[src/rtl/edge_detect_mc.sv]
// Multi-channel edge detector: per-channel synchroniser, glitch filter, mode-gated edge
// qualification, sticky flags and saturating event counters.
module edge_detect_mc #(
  parameter int unsigned CH          = 4,
  parameter int unsigned SYNC_STAGES = 2,
  parameter int unsigned FILT_LEN    = 3,
  parameter int unsigned CNT_W       = 8,
  parameter bit          REG_EVENT   = 1'b1
) (
  input  logic                  clk,
  input  logic                  rst,
  input  logic                  init_n,
  input  logic [CH-1:0]         data_in,
  input  logic [2*CH-1:0]       mode,
  input  logic [CH-1:0]         clr_sticky,
  input  logic [CH-1:0]         clr_cnt,
  output logic [CH-1:0]         level_out,
  output logic [CH-1:0]         edge_out,
  output logic [CH-1:0]         edge_rise,
  output logic [CH-1:0]         edge_fall,
  output logic [CH-1:0]         sticky,
  output logic [CH*CNT_W-1:0]   evt_cnt,
  output logic [CH-1:0]         cnt_sat
);

  localparam int unsigned FW = (FILT_LEN > 1) ? $clog2(FILT_LEN) : 1;
  localparam logic [FW-1:0] FiltMax = FW'(FILT_LEN - 1);

  for (genvar i = 0; i < CH; i++) begin : g_ch
    logic [SYNC_STAGES-1:0] sync_q;
    logic                   synced;
    logic [FW-1:0]          fcnt_q, fcnt_d;
    logic                   level_q, level_d;
    logic                   flip, rise, fall, qual;
    logic                   sticky_q, sticky_d;
    logic [CNT_W-1:0]       cnt_q, cnt_d;

    assign synced = sync_q[SYNC_STAGES-1];

    always_ff @(posedge clk or posedge rst) begin
      if (rst) begin
        sync_q   <= '0;
        fcnt_q   <= '0;
        level_q  <= 1'b0;
        sticky_q <= 1'b0;
        cnt_q    <= '0;
      end else begin
        sync_q   <= {sync_q[SYNC_STAGES-2:0], data_in[i]};
        fcnt_q   <= fcnt_d;
        level_q  <= level_d;
        sticky_q <= sticky_d;
        cnt_q    <= cnt_d;
      end
    end

    always_comb begin
      // init_n suppresses any edge so the loaded level never produces one
      flip = init_n && (synced != level_q) && (fcnt_q == FiltMax);
      rise = flip & ~level_q;
      fall = flip & level_q;
      qual = (rise & mode[2*i]) | (fall & mode[2*i+1]);

      fcnt_d   = fcnt_q;
      level_d  = level_q;
      sticky_d = sticky_q;
      cnt_d    = cnt_q;

      if (!init_n) begin
        level_d  = synced;
        fcnt_d   = '0;
        sticky_d = 1'b0;
        cnt_d    = '0;
      end else begin
        if (synced == level_q || flip) begin
          fcnt_d = '0;
        end else begin
          fcnt_d = fcnt_q + 1'b1;
        end
        level_d = level_q ^ flip;

        if (qual) begin
          sticky_d = 1'b1;
        end else if (clr_sticky[i]) begin
          sticky_d = 1'b0;
        end

        if (clr_cnt[i]) begin
          cnt_d = CNT_W'(qual);
        end else if (qual && !(&cnt_q)) begin
          cnt_d = cnt_q + 1'b1;
        end
      end
    end

    if (REG_EVENT) begin : g_reg
      logic eout_q, rise_q, fall_q;

      always_ff @(posedge clk or posedge rst) begin
        if (rst) begin
          eout_q <= 1'b0;
          rise_q <= 1'b0;
          fall_q <= 1'b0;
        end else begin
          eout_q <= qual;
          rise_q <= rise;
          fall_q <= fall;
        end
      end

      assign edge_out[i]  = eout_q;
      assign edge_rise[i] = rise_q;
      assign edge_fall[i] = fall_q;
    end else begin : g_comb
      assign edge_out[i]  = qual;
      assign edge_rise[i] = rise;
      assign edge_fall[i] = fall;
    end

    assign level_out[i]              = level_q;
    assign sticky[i]                 = sticky_q;
    assign evt_cnt[i*CNT_W +: CNT_W] = cnt_q;
    assign cnt_sat[i]                = &cnt_q;
  end

endmodule

[config.mk]
export PLATFORM = sky130hd
export DESIGN_NAME = edge_detect_mc
export DESIGN_NICKNAME = d
export VERILOG_FILES = /design/src/rtl/edge_detect_mc.sv
export SDC_FILE = /design/constraint.sdc
export NUM_CORES = 1
export LEC_CHECK = 0
export CORE_UTILIZATION = 45
export CTS_BUF_LIST = sky130_fd_sc_hd__clkbuf_8
export CTS_CLUSTER_DIAMETER = 150
export DETAILED_ROUTE_END_ITERATION = 7
export PLACE_DENSITY = 0.7
export SLEW_MARGIN = 20
export SYNTH_ARGS = -nofsm -noshare
export SYNTH_HDL_FRONTEND = slang
export SYNTH_SLANG_ARGS = --single-unit
export TNS_END_PERCENT = 20
[constraint.sdc]
create_clock -name clk -period 3.1 [get_ports clk]
set_clock_uncertainty 0.2 [all_clocks]
set_input_delay 0.62 -clock clk [delete_from_list [all_inputs] [get_ports clk]]
set_output_delay 0.62 -clock clk [all_outputs]
set_load 0.05 [all_outputs]
==> results of run 1 <==
## cell type report
cell class              count  area, µm²
clock inverters             4       17.5
well taps                  96        120
inverters                  17       63.8
fillers                   597       2660
clock buffers              11        151
flip-flops and latches     68       1700
multi-input cells         193       1380
repair buffers             84        843
## layer usage
metal / track usage, % / vias up
met5: 0 / -
li1: - / 1187
met4: 5.81 / 0
met1: 24.6 / 1170
met2: 29.7 / 68
met3: 5.66 / 9
## worst paths after layout
path                       slack [ps]                         start                      endpoint  depth (start not counted)
hold reg to reg                   150   g_ch[1].sync_q[0]$_DFF_PP0_   g_ch[1].sync_q[1]$_DFF_PP0_                          0
min in group asynchronous         480                           rst  g_ch[3].cnt_q[1]$_DFFE_PP0P_                          3
setup reg to reg                  840     g_ch[0].level_q$_DFF_PP0_  g_ch[0].cnt_q[6]$_DFFE_PP0P_                          6
setup / recovery                  150  g_ch[1].cnt_q[0]$_DFFE_PP0P_                    cnt_sat[1]                          4
max in group asynchronous        1950                           rst  g_ch[0].sticky_q$_DFFE_PP0P_                          3
hold / removal                    150   g_ch[1].sync_q[0]$_DFF_PP0_   g_ch[1].sync_q[1]$_DFF_PP0_                          0
## state kept, by name, summed over array words and instances, names as in the netlist
signal             flops
g_ch.fcnt_q            8
g_ch.g_reg.fall_q      4
g_ch.level_q           4
g_ch.g_reg.rise_q      4
g_ch.cnt_q            32
g_ch.sticky_q          4
g_ch.g_reg.eout_q      4
g_ch.sync_q            8
## power by group
group	internal (W)	total [W]	switching, W	leakage (nW)
clock	0.000321	0.000627	0.000306	0.0976
combinational	0.0000696	0.000170	0.000100	0.889
sequential	0.000912	0.000929	0.0000175	0.916
## cells in the final DEF (no fill, tap or decap), types with 7 or more instances in the layout
cell | netlist | final
ha_1 | 16 | 16
clkbuf_8 | 0 | 11
dfrtp_1 | 68 | 68
nand3_1 | 8 | 8
xnor2_1 | 11 | 11
xor2_1 | 9 | 9
nor2_1 | 24 | 24
nor3_1 | 10 | 10
clkdlybuf4s50_1 | 0 | 76
and3_1 | 7 | 7
a21oi_1 | 20 | 20
inv_1 | 17 | 18
nand2_1 | 17 | 17
nand2b_1 | 8 | 8
o21ai_0 | 8 | 8
## kinds of logic (layout without fill, tap and decap cells)
group | after synthesis | after routing | share of synthesized area (%)
fa+ha+maj | 16 | 16 | 6.05
mux | 5 | 5 | 1.51
compound gates | 57 | 57 | 13.9
buf+inv | 39 | 116 | 6.70
simple gates | 95 | 95 | 15.1
flops | 68 | 68 | 51.5
xor+xnor | 20 | 20 | 5.30
## critical path, delay by kind of cell (launching register included)
kind | cells | cell delay, ps
buffers and inverters | 1 | 810
AND/OR/NAND/NOR | 2 | 320
adder cells (fa/ha/maj) | 1 | 240
flip-flops | 1 | 420
## cell usage after synthesis, drive strengths merged (5+ instances only)
master / count
or3: 5
nand3: 8
dfrtp: 68
nand2: 17
ha: 16
inv: 17
xor2: 9
a21oi: 20
nand2b: 8
buf: 20
nor2: 24
mux2i: 5
nor3: 10
o211ai: 6
and3: 7
xnor2: 11
o21ai: 11
## repair_timing
action,in CTS,in global routing
gates resized for setup,0,2
endpoints found under the hold margin,0,0
hold buffers,0,0
setup endpoints to repair,0,2
## metrics by stage
stage                     hold WS (ps)  util, %  cells  power [W]
final                              150     61.7    473    0.00173
after global routing               161     61.7    473    0.00181
after CTS                          151     61.6    473    0.00175
after detailed placement           136     59.2    458    0.00112
after global placement             132     59.2    458    0.00112
after floorplan                    131        -    300    0.00105
==> flow_metrics.env, run 1 <==
export IMPL_path_max_fanout=5
export IMPL_synth_edf_count=0
export IMPL_cts_buffers=9
export IMPL_synth_net_count=339
export IMPL_routed_wl_met3_um=388
export IMPL_synth_area_leaders="dfrtp_1, ha_1, buf_4"
export IMPL_maxCapViolations=0
export IMPL_synthArstFlopShare_pct=100
export IMPL_io_buffers=78
export IMPL_avgViaCountPerCell=5.15
export IMPL_dp_worst_setup_slack_ps=228
export IMPL_synthCells=300
export IMPL_place_area_um2=4110
export IMPL_yosysTopAreaCell="dfrtp_1"
export IMPL_rsz0062_at_grt="false"
export IMPL_crit_slowest_cell="clkdlybuf4s50_1"
export IMPL_critical_path_required_ps=2280
export IMPL_grt_first_pass_wirelength_mm=11.0
export IMPL_post_cts_setup_buffers=0
export IMPL_grt_usage_pct=18.7
export IMPL_hold_viol_final=0
export IMPL_hold_class="register to register"
export IMPL_syn_area_per_cell_um2=11.0
export IMPL_synthFlopType="dfrtp_1"
export IMPL_syn_area_um2=3310
export IMPL_worst_slack_ps=146
export IMPL_final_area_um2=4280
export IMPL_syn_to_final_growth_pct=29.5
export IMPL_drc=0
export IMPL_drt_total_wl_mm=6.49
export IMPL_die_h_um=87.7
export IMPL_routed_top_layer="met4"
export IMPL_cp_slowest_stage_delay_ps=810
export IMPL_peakVddDrop_v=0.000248
export IMPL_htree_levels=3
export IMPL_worstPathCellList="ha_1 > nand3_1 > nor2_1 > clkdlybuf4s50_1"
export IMPL_antenna_found_initial=0
export IMPL_synth_top_area_share_pct=51.5
export IMPL_worstSetupStartpointType="register"
export IMPL_finalSetupViolations=0
export IMPL_clockBufferDepth=2
export IMPL_place_gp_congestion=0.839
export IMPL_grt_ovfl_total=0
export IMPL_tns_ps=0
export IMPL_grt_pass1_vias=2349
export IMPL_clk_pin_slew_ps=70
export IMPL_ys_types=39
export IMPL_period_needed_ps=2950
export IMPL_num_vias=2434
export IMPL_core_area_um2=6940
export IMPL_row_count=30
export IMPL_yosys_warnings=0
export IMPL_wl_met2_mm=3.01
export IMPL_wl_met1_mm=3.02
export IMPL_tritoncts="yes"
export IMPL_yosys_register_bits=68
export IMPL_leakage_nw=1.90
export IMPL_maxSlewHeadroom_pct=64.4
export IMPL_wl_per_cell_um=13.7
export IMPL_layout_drive_gt1_share_pct=9.28
export IMPL_critPathKind="register to output port"
export IMPL_die_w_um=87.7
export IMPL_fin_nets=412
export IMPL_initial_utilization_pct=47.6
export IMPL_period_share_pct=95.3
export IMPL_yosysSeqAreaShare_pct=51.5
export IMPL_io_pins=79
export IMPL_p_per_area_nw_per_um2=403
export IMPL_timing_fmax_mhz=338
export IMPL_drv_slew=0
export IMPL_worstPathArrival_ps=2130
export IMPL_clockRootBuffer="clkbuf_8"
export IMPL_dp_hpwl_mm=4.71
export IMPL_cts_sinks=68
export IMPL_dr_pass1_iters=4
export IMPL_postRouteAntennaNets=0
export IMPL_insertion_delay_ps=340
export IMPL_grt_max_degree=69
export IMPL_end_kind="output port"
export IMPL_drt_iter0_drc=95
export IMPL_die_area_um2=7700
export IMPL_antenna_cells=0
export IMPL_worst_pin_slew_ps=532
export IMPL_outcome="finished clean"
No activity file was read; power rests on OpenSTA's default activity.
==> run 2, diff against run 1 <==
--- a/config.mk
+++ b/config.mk
@@ -6,7 +6,7 @@
 export NUM_CORES = 1
 export LEC_CHECK = 0
 export CORE_UTILIZATION = 45
-export CTS_BUF_LIST = sky130_fd_sc_hd__clkbuf_8
+export CTS_BUF_LIST = sky130_fd_sc_hd__clkbuf_4 sky130_fd_sc_hd__clkbuf_8
 export CTS_CLUSTER_DIAMETER = 150
 export DETAILED_ROUTE_END_ITERATION = 7
 export PLACE_DENSITY = 0.7
==> run 2 against run 1 <==
Register-to-register slack barely moved. Total power rose by 1.5%. Wire length rose by 0.68%. Die area did not move. Largest power group unchanged. Global-route usage fell by 0.073 points. Critical endpoint unchanged. Critical path depth did not move.
==> flow_metrics.env, run 2 (synthesis gave the netlist of run 1 again) <==
export IMPL_grt_pass1_vias=2355
export IMPL_clockBufferDepth=2
export IMPL_clk_pin_slew_ps=60
export IMPL_initial_utilization_pct=47.6
export IMPL_rsz0062_at_grt="false"
export IMPL_fin_nets=412
export IMPL_grt_first_pass_wirelength_mm=11.0
export IMPL_maxCapViolations=0
export IMPL_clockRootBuffer="clkbuf_8"
export IMPL_syn_to_final_growth_pct=29.7
export IMPL_row_count=30
export IMPL_core_area_um2=6940
export IMPL_critPathKind="register to output port"
export IMPL_htree_levels=3
export IMPL_final_common_cell="clkdlybuf4s50_1"
export IMPL_largest_register_ffs=32
export IMPL_end_kind="output port"
export IMPL_fillers=596
export IMPL_wl_per_cell_um=13.8
export IMPL_combPwrFrac_pct=9.7
export IMPL_antenna_found_initial=0
export IMPL_grt_usage_pct=18.6
export IMPL_final_cell_mix="clkdlybuf4s50_1, dfrtp_1, nor2_1"
export IMPL_p_int_w=0.00133
export IMPL_p_switching_w=0.000424
export IMPL_grt_max_degree=69
export IMPL_fin_util_pct=61.8
export IMPL_period_needed_ps=2950
export IMPL_io_pins=79
export IMPL_drv_slew=0
export IMPL_tritoncts="yes"
export IMPL_reg_largest_list="g_ch.cnt_q x32, g_ch.fcnt_q x8, g_ch.sync_q x8"
export IMPL_power_frac_seq_pct=53.1
export IMPL_drt_iter0_drc=106
export IMPL_tns_ps=0
export IMPL_finalPower_w=0.00175
export IMPL_finalSetupViolations=0
export IMPL_cts_hold_buf=0
export IMPL_die_w_um=87.7
export IMPL_period_share_pct=95.2
export IMPL_worstSetupStartpointType="register"
export IMPL_hold_class="register to register"
export IMPL_hold_viol_final=0
export IMPL_grt_ovfl_total=0
export IMPL_die_area_um2=7700
export IMPL_ff_latch_area_um2=1700
export IMPL_maxSlewHeadroom_pct=64.4
export IMPL_drc=0
export IMPL_multi_input_area_um2=1380
export IMPL_timing_fmax_mhz=339
export IMPL_worst_pin_slew_ps=532
export IMPL_sw_frac_of_total_pct=24.2
export IMPL_top_register="g_ch.cnt_q"
export IMPL_postRouteAntennaNets=0
export IMPL_io_buffers=78
export IMPL_outcome="finished clean"
export IMPL_leakage_nw=1.90
export IMPL_peakVddDrop_v=0.000246
export IMPL_path_max_fanout=5
export IMPL_dp_hpwl_mm=4.71
export IMPL_critical_path_required_ps=2280
export IMPL_p_per_area_nw_per_um2=408
export IMPL_place_gp_congestion=0.839
export IMPL_dr_pass1_iters=4
export IMPL_drt_total_wl_mm=6.53
export IMPL_die_h_um=87.7
export IMPL_num_vias=2445
export IMPL_insertion_delay_ps=330
export IMPL_worst_slack_ps=150
export IMPL_avgViaCountPerCell=5.17
export IMPL_p_clk_share_pct=37.2
export IMPL_worstPathArrival_ps=2130
export IMPL_cts_buffers=9
export IMPL_layout_drive_gt1_share_pct=9.81
export IMPL_dp_worst_setup_slack_ps=228
export IMPL_antenna_cells=0
export IMPL_cts_sinks=68
-- run 2: critical path, stage by stage, from the launching register on --
cell and delay (ps):
dfrtp_1 420, ha_1 240, nand3_1 180, nor2_1 140, clkdlybuf4s50_1 810
-- run 2: power by group through the flow --
| stage | combinational [W] | sequential, W | clock [W] |
|---|---|---|---|
| final | 0.000170 | 0.000929 | 0.000652 |
| after global routing | 0.000189 | 0.000932 | 0.000707 |
| after CTS | 0.000174 | 0.000929 | 0.000670 |
| after detailed placement | 0.000173 | 0.000946 | 0 |
| after global placement | 0.000170 | 0.000945 | 0 |
| after floorplan | 0.000102 | 0.000948 | 0 |
-- run 2: stage by stage --
step / hold WS [ps] / area, µm² / instances
2_1_floorplan: 131 / 3310 / 300
3_3_place_gp: 132 / 4110 / 458
3_5_place_dp: 136 / 4110 / 458
4_1_cts: 151 / 4280 / 473
5_1_grt: 160 / 4290 / 473
6_report: 150 / 4290 / 473
-- run 2: metal layers --
| metal | wire (µm) | vias to the layer above | track usage [%] |
|---|---|---|---|
| li1 | - | 1186 | - |
| met1 | 3030 | 1179 | 24.6 |
| met2 | 3030 | 70 | 29.7 |
| met3 | 359 | 10 | 4.24 |
| met4 | 112 | 0 | 7.60 |
| met5 | 0 | - | 0 |
-- run 2: area by class of cell --
cell class | instances | share of cell area, %
Sequential cell | 68 | 39.7
Multi-Input combinational cell | 193 | 32.3
Timing Repair Buffer | 84 | 19.7
Clock buffer | 13 | 3.88
Tap cell | 96 | 2.80
Inverter | 17 | 1.49
Clock inverter | 2 | 0.233
-- run 2: final timing paths --
check | from | cells after the start | end | slack, ps
max in group asynchronous | rst | 3 | g_ch[3].sync_q[1]$_DFF_PP0_ | 1930
min in group asynchronous | rst | 3 | g_ch[3].cnt_q[1]$_DFFE_PP0P_ | 470
hold reg to reg | g_ch[1].sync_q[0]$_DFF_PP0_ | 0 | g_ch[1].sync_q[1]$_DFF_PP0_ | 150
setup / recovery | g_ch[1].cnt_q[0]$_DFFE_PP0P_ | 4 | cnt_sat[1] | 150
setup reg to reg | g_ch[0].level_q$_DFF_PP0_ | 6 | g_ch[0].cnt_q[6]$_DFFE_PP0P_ | 840
hold / removal | g_ch[1].sync_q[0]$_DFF_PP0_ | 0 | g_ch[1].sync_q[1]$_DFF_PP0_ | 150
-- run 2: timing repair --
item | in CTS | in global routing
gates resized for setup | 0 | 2
endpoints found under the setup margin | 0 | 2
setup buffers | 0 | 0
